File: config.mk
export PLATFORM = sky130hd
export DESIGN_NAME = hazard_ctrl
export DESIGN_NICKNAME = d
export VERILOG_FILES = /design/src/rtl/hazard_ctrl_pkg.sv /design/src/rtl/hazard_perf_cnt.sv /design/src/rtl/hazard_ctrl.sv
export SDC_FILE = /design/constraint.sdc
export NUM_CORES = 1
export LEC_CHECK = 0
export BUFFER_PORTS_ARGS = -buffer_cell sky130_fd_sc_hd__buf_2
export CAP_MARGIN = 20
export CELL_PAD_IN_SITES_DETAIL_PLACEMENT = 0
export CELL_PAD_IN_SITES_GLOBAL_PLACEMENT = 1
export CORE_MARGIN = 4
export CORE_UTILIZATION = 28
export CTS_CLUSTER_SIZE = 25
export DETAILED_ROUTE_END_ITERATION = 10
export PLACE_DENSITY = 0.77
export SLEW_MARGIN = 20
export SYNTH_ARGS = -nofsm -noshare
export SYNTH_HDL_FRONTEND = slang
export SYNTH_HIERARCHICAL = 1
export SYNTH_SLANG_ARGS = --single-unit
File: constraint.sdc
create_clock -name clk -period 1.21 [get_ports clk]
set_input_delay 0.1815 -clock clk [delete_from_list [all_inputs] [get_ports clk]]
set_output_delay 0.1815 -clock clk [all_outputs]
set_load 0.01 [all_outputs]
File: src/rtl/hazard_ctrl_pkg.sv
// Shared types and helpers for the pipeline hazard controller.
// FSM encodings, the hardwired-zero register index and the operand-match helper.
package hazard_ctrl_pkg;

  typedef enum logic [1:0] {
    HZ_RUN   = 2'd0,
    HZ_WAIT  = 2'd1,
    HZ_ABORT = 2'd2
  } hz_state_t;

  localparam logic [2:0] REG_ZERO = 3'd0;

  // r0 never carries a real value, so a write to it can never be a hazard source.
  function automatic logic src_hit(input logic       uses,
                                   input logic [2:0] src,
                                   input logic [2:0] dst);
    return uses && (src == dst) && (dst != REG_ZERO);
  endfunction

endpackage

File: src/rtl/hazard_perf_cnt.sv
// Saturating event counter with synchronous clear; used only when
// HAZARD_PERF_CNT_EN is defined.
module hazard_perf_cnt #(
  parameter int W = 16
) (
  input  logic         clk,
  input  logic         rst_n,
  input  logic         inc,
  input  logic         clr,
  output logic [W-1:0] count
);

  localparam logic [W-1:0] ONE = {{(W-1){1'b0}}, 1'b1};

  // Count events, sticking at all-ones instead of wrapping.
  always_ff @(posedge clk or negedge rst_n) begin
    if (!rst_n) begin
      count <= '0;
    end else if (clr) begin
      count <= '0;
    end else if (inc && (count != '1)) begin
      count <= count + ONE;
    end else begin
      count <= count;
    end
  end

endmodule

File: src/rtl/hazard_ctrl.sv
// Stall / flush / freeze control for PC, IF/ID, ID/EX and EX/MEM.
// Optional performance counters are enabled by defining HAZARD_PERF_CNT_EN.
module hazard_ctrl
  import hazard_ctrl_pkg::*;
#(
  parameter int MEM_TIMEOUT = 15,
  parameter int CNT_W       = 16
) (
  input  logic       clk,
  input  logic       rst_n,
  input  logic [2:0] id_rs,
  input  logic [2:0] id_rt,
  input  logic       id_uses_rs,
  input  logic       id_uses_rt,
  input  logic       ex_mem_read,
  input  logic [2:0] ex_dst,
  input  logic       ex_branch_taken,
  input  logic       mem_req,
  input  logic       mem_ready,
  input  logic       err_clr,
  output logic       pc_write,
  output logic       if_id_write,
  output logic       if_id_flush,
  output logic       id_ex_flush,
  output logic       pipe_hold,
  output logic       mem_abort,
  output logic       mem_err
`ifdef HAZARD_PERF_CNT_EN
  ,
  output logic [CNT_W-1:0] cnt_load_stall,
  output logic [CNT_W-1:0] cnt_branch_flush,
  output logic [CNT_W-1:0] cnt_mem_wait
`endif
);

  localparam int TW = $clog2(MEM_TIMEOUT + 1);
  localparam logic [TW-1:0] T_ONE   = TW'(1);
  localparam logic [TW-1:0] T_LIMIT = TW'(MEM_TIMEOUT);

  hz_state_t     state_r, state_s;
  logic [TW-1:0] wait_cnt_r, wait_cnt_s;
  logic          err_set_s;
  logic          load_use_s;
  logic          freeze_s;

  assign load_use_s = ex_mem_read &&
                      (src_hit(id_uses_rs, id_rs, ex_dst) || src_hit(id_uses_rt, id_rt, ex_dst));
  assign freeze_s   = mem_req && !mem_ready && (state_r != HZ_ABORT);

  // FSM state and wait counter registers.
  always_ff @(posedge clk or negedge rst_n) begin
    if (!rst_n) begin
      state_r    <= HZ_RUN;
      wait_cnt_r <= '0;
    end else begin
      state_r    <= state_s;
      wait_cnt_r <= wait_cnt_s;
    end
  end

  // Next state: a ready in the timeout cycle wins over the abort.
  always_comb begin
    state_s    = state_r;
    wait_cnt_s = wait_cnt_r;
    err_set_s  = 1'b0;
    case (state_r)
      HZ_RUN: begin
        if (freeze_s) begin
          state_s    = HZ_WAIT;
          wait_cnt_s = T_ONE;
        end else begin
          state_s    = HZ_RUN;
          wait_cnt_s = '0;
        end
      end
      HZ_WAIT: begin
        // A withdrawn request also ends the wait; nothing is left to abort.
        if (mem_ready || !mem_req) begin
          state_s    = HZ_RUN;
          wait_cnt_s = '0;
        end else if (wait_cnt_r == T_LIMIT) begin
          state_s    = HZ_ABORT;
          wait_cnt_s = '0;
          err_set_s  = 1'b1;
        end else begin
          state_s    = HZ_WAIT;
          wait_cnt_s = wait_cnt_r + T_ONE;
        end
      end
      HZ_ABORT: begin
        state_s    = HZ_RUN;
        wait_cnt_s = '0;
      end
      default: begin
        state_s    = HZ_RUN;
        wait_cnt_s = '0;
      end
    endcase
  end

  // Sticky timeout flag; a set coinciding with err_clr wins.
  always_ff @(posedge clk or negedge rst_n) begin
    if (!rst_n) begin
      mem_err <= 1'b0;
    end else if (err_set_s) begin
      mem_err <= 1'b1;
    end else if (err_clr) begin
      mem_err <= 1'b0;
    end else begin
      mem_err <= mem_err;
    end
  end

  // Pipeline controls in priority order: freeze, branch squash, load-use bubble.
  always_comb begin
    pc_write    = 1'b1;
    if_id_write = 1'b1;
    if_id_flush = 1'b0;
    id_ex_flush = 1'b0;
    pipe_hold   = 1'b0;
    mem_abort   = 1'b0;
    if (!rst_n) begin
      mem_abort = 1'b0;
    end else begin
      mem_abort = (state_r == HZ_ABORT);
      if (freeze_s) begin
        pc_write    = 1'b0;
        if_id_write = 1'b0;
        pipe_hold   = 1'b1;
      end else if (ex_branch_taken) begin
        if_id_flush = 1'b1;
        id_ex_flush = 1'b1;
      end else if (load_use_s) begin
        pc_write    = 1'b0;
        if_id_write = 1'b0;
        id_ex_flush = 1'b1;
      end else begin
        pc_write = 1'b1;
      end
    end
  end

`ifdef HAZARD_PERF_CNT_EN
  hazard_perf_cnt #(.W(CNT_W)) u_cnt_load (
    .clk(clk), .rst_n(rst_n), .clr(err_clr),
    .inc(!freeze_s && !ex_branch_taken && load_use_s),
    .count(cnt_load_stall)
  );
  hazard_perf_cnt #(.W(CNT_W)) u_cnt_branch (
    .clk(clk), .rst_n(rst_n), .clr(err_clr),
    .inc(!freeze_s && ex_branch_taken),
    .count(cnt_branch_flush)
  );
  hazard_perf_cnt #(.W(CNT_W)) u_cnt_wait (
    .clk(clk), .rst_n(rst_n), .clr(err_clr),
    .inc(freeze_s),
    .count(cnt_mem_wait)
  );
`endif

endmodule

== Word level (Yosys, flattened, before mapping) ==
Index checks and enable logic that the tools add are counted.
Storage, ports and cells
  register bits: 7
  bits of input ports: 18
  logic and storage cells: 51
Operators by class
  $add $sub $neg: 1
  eq/ne operators: 6
  muxes and demuxes: 27
  reduce and logical (&&, ||, !) cells: 14
Operators by type and width (number)
  $mux W1: 21
  $mux W4: 2
  $pmux W4 S2: 1
  $logic_and A1 B1 Y1: 7
  $eq A3 B3 Y1: 2
  $add A4 B1 Y4 const B: 1
  $eq A4 B4 Y1 const B: 1
  $mux W2: 2
  $pmux W2 S2: 1
  $reduce_bool A3 Y1: 1
  $eq A2 B1 Y1 const B: 1
  $eq A2 B2 Y1 const B: 1
  $logic_not A1 Y1: 2
  $logic_not A2 Y1: 1
  $logic_or A1 B1 Y1: 2
  $ne A2 B2 Y1 const B: 1
  $reduce_bool A2 Y1: 1

== Depth between registers and ports, before layout ==
  depth in word-level cells: 9
  mapped depth: 5

== Worst setup path after synthesis ==
OpenSTA, ideal clock, no wires.
  kind: reg2out
  start: register state_r[0]
  end: output pc_write
  arrival time: 1116 ps
  required time: 1028 ps
  slack: -87 ps
  cell stages (with the launch flop): 5
  path buffers: 1
  path through: dfrtp_1 > nand2b_1 > and3b_1 > o21ai_1 > buf_4
Between the ends
  word-level cells in the longest chain between the ends: 4
RTL lines
  from (decl): line hazard_ctrl.sv:40  | hz_state_t state_r, state_s;
  from (signal assigned): line hazard_ctrl.sv:56  | state_r <= state_s;
  $ne A2 B2 Y1: line hazard_ctrl.sv:48  | assign freeze_s = mem_req && !mem_ready && (state_r != HZ_ABORT);
  $logic_and A1 B1 Y1: line hazard_ctrl.sv:48
  $mux W1 (2 in series)
  to (decl): line hazard_ctrl.sv:21  | output logic pc_write,
Every way passes these cells.

== Final worst setup path ==
  start: register state_r[0]
  end: output if_id_write
Between the ends
  word-level cells in the longest chain between the ends: 4
RTL lines
  $ne A2 B2 Y1: line hazard_ctrl.sv:48
  $logic_and A1 B1 Y1: line hazard_ctrl.sv:48
  $mux W1: line hazard_ctrl.sv:126  | if (freeze_s) begin
  $mux W1: line hazard_ctrl.sv:122  | if (!rst_n) begin
  to (decl): line hazard_ctrl.sv:22  | output logic if_id_write,
Every way passes these cells.

==> results.md <==
* Status: finished with violations
* Failing checks: negative setup slack
* Async SR Flop Fraction at 100%
* Yosys reg bits at 7
* Crit path max-delay cell type: dfrtp_1
* Startpoint Class: flop
* Worst-path clk slew at 0.05 ns
* List of most frequent post-synthesis cells: dfrtp_1 (7), xnor2_1 (7), nor2_1 (4)
* Critical-path cell list: nand2b_4 > and3b_1 > o21ai_2 > buf_2
* Hpwl dp at 864 um
* Cells after Synth at 45
* Register Area at 175 um2
* # setup viols final at 5
* Final antenna diode count at 0
* FILL cells at 130
* Post-Place Worst Slack at -0.120 ns
* Total track usage at 11.8%
* Root buffer cell: clkbuf_4
* Crit Path Class: reg2out
* Clock Path Buffers at 2
* ANT nets after route at 0
* EDFF count, synth at 0
* Dominant cells by area after synthesis: dfrtp_1 (40%), xnor2_1 (14%), and3_1 (4.3%)
* Unrepaired setup endpoints after global routing: true
* First-pass GRT wire length at 1840 um
* Iteration-0 DRC count of the detailed router at 4
* Period utilization at 113%
* DR vias at roughly 430
* Cell Area, Placed at 598 um2
* Final hold viol count at 0
* Number of port buffers at 24
* Post-synthesis net count at 64
* Worst Hold Launch: err_clr
* Area of the multi-input gates at ~250 um2
* Share of the synthesized area in the top cell type at a little over 40%
* Slowest stage delay, CP at 0.37 ns
* Cell family with most CP delay: flip-flops
* Die ar. at 2240 um2
* Drt via density at 4.62
* Period minus WS final at 1.37 ns
* Die Y at between 40 and 50 um
* Leakage power total at 0.341 nW
* TritonCTS clock tree: built
* GPL Wtd Cong at 0.813
* Avg Cell Area, Syn at around 9.6 um2
* WP data required at 1.03 ns
* CTS HTree Levels at 1
* Mapped Area at 433 um2
* FMAX at ~0.73 GHz
* Area delta synth->final at 53.2%
* Standard-cell rows at 13
* Finished Cell Area at 663 um2
* Post-synth top area cell: dfrtp_1
* Hold Crit Class: in2reg
* Critical path buffers and inverters at 1
* CP endpoint kind: primary output
* Routed len/inst at 11.1 um
* Max IR drop VDD at around 0.61 mV
* Final WL at between 1000 and 1500 um
* Worst Path Max Fanout at 3
* Critical path origin: state_r[0]$_DFF_PN0_
* Synth unique cells at 25
* Main flop type after synthesis: dfrtp_1
* Die X at 47.3 um
* Worst r2r src: state_r[1]$_DFF_PN0_
* Sequential-to-total area share from yosys stat at 40.5%
* # IOs at 25
* Share of layout cells above drive strength 1 at 45.6%
* Final setup margin at -0.160 ns
* Initial antenna violation count at 0
* Relative slew slack at about four fifths
* Worst Skew at approximately 0.0053 ns
* Vias in the first global route at between 400 and 500
* GRT overflow at 0
* Core box area at 1380 um2
* Synth Warn # at 6
* Max-cap viol count at 0
* TritonCTS buffer count at 3
* Total iterations of the first detailed-routing run at 4
* PwrDens at between 800 and 900 nW/um2
* Pin count of the biggest net entering global routing at 8
* Initial core utilization at 31.3%
* Total negative setup slack at -0.609 ns
* Total clock sinks at 7
* Nets at 99
* Clock latency at the later pin of the worst-skew pair at 0.25 ns
* WP data arrival at 1.19 ns
* Residual DRC at 0
* Final Max Slew Viols at 0
* Slew @ Worst Pin at slightly below 0.3 ns
what timing repair did:
action	4_1_cts	5_1_grt
hold buffers	1	0
endpoints found under the hold margin	7	0
buffers inserted	2	1
endpoints found under the setup margin	5	10
resized for setup	0	2
pin swaps	3	1
logic make-up after synthesis:
kind of cell	after synthesis	share of synthesized area, %
AO/OA/AOI/OAI	8	12.4
XOR/XNOR	8	16.2
adder cells (fa/ha/maj)	1	2.89
buffers and inverters	3	3.47
flip-flops	7	40.5
AND/OR/NAND/NOR	18	24.6
worst paths after layout:
kind	to	slack (ns)	cells past startpoint
max	if_id_write	-0.16	4
min	mem_err$_DFFE_PN0P_	0.12	2
max reg2reg	wait_cnt_r[3]$_DFF_PN0_	0	4
min reg2reg	mem_err$_DFFE_PN0P_	0.53	2
max in group asynchronous	wait_cnt_r[2]$_DFF_PN0_	0.64	3
min in group asynchronous	mem_err$_DFFE_PN0P_	0.44	3
metrics by stage:
step	cells	util [%]	total power [mW]	hold slack, ns
floorplan	45	-	0.294	-0.114
global placement	86	43.3	0.350	0.169
detailed placement	86	43.3	0.351	0.170
CTS	93	47.0	0.579	0.102
global route	94	48.0	0.612	0.126
finish	94	48.0	0.567	0.117
state kept, by name, summed over array words and instances (netlist names):
register and count:
mem_err 1, state_r 2, wait_cnt_r 4
where the power goes:
part           internal [mW]  switching (mW)
clock                  0.126          0.0848
sequential             0.238         0.00214
combinational         0.0654          0.0502
layout make-up:
cell class	count	share of cell area [%]
inverters	2	1.13
clock buffers	4	3.96
flip-flops and latches	7	26.4
well taps	15	2.83
multi-input cells	35	38.3
repair buffers	31	27.4
layer usage:
layer | wire, um | up-vias | global-route usage [%] | share of wire (%)
met5 | 0 | - | 0 | 0
met2 | 545 | 8 | 20.1 | 52
met3 | 55 | 0 | 6.13 | 5.3
met1 | 446 | 199 | 12.7 | 43
met4 | 0 | 0 | 3.31 | 0
li1 | - | 227 | - | -
cells in the final DEF (no fill, tap or decap), types with 2 or more instances in the layout:
cell      count
buf_2        23
xnor2_1       7
dfrtp_1       7
buf_4         6
nor2_1        4
and3_1        3
clkbuf_4      3
nand3_1       2
inv_1         2
nand4_1       2
No activity file was read; power rests on OpenSTA's default activity.
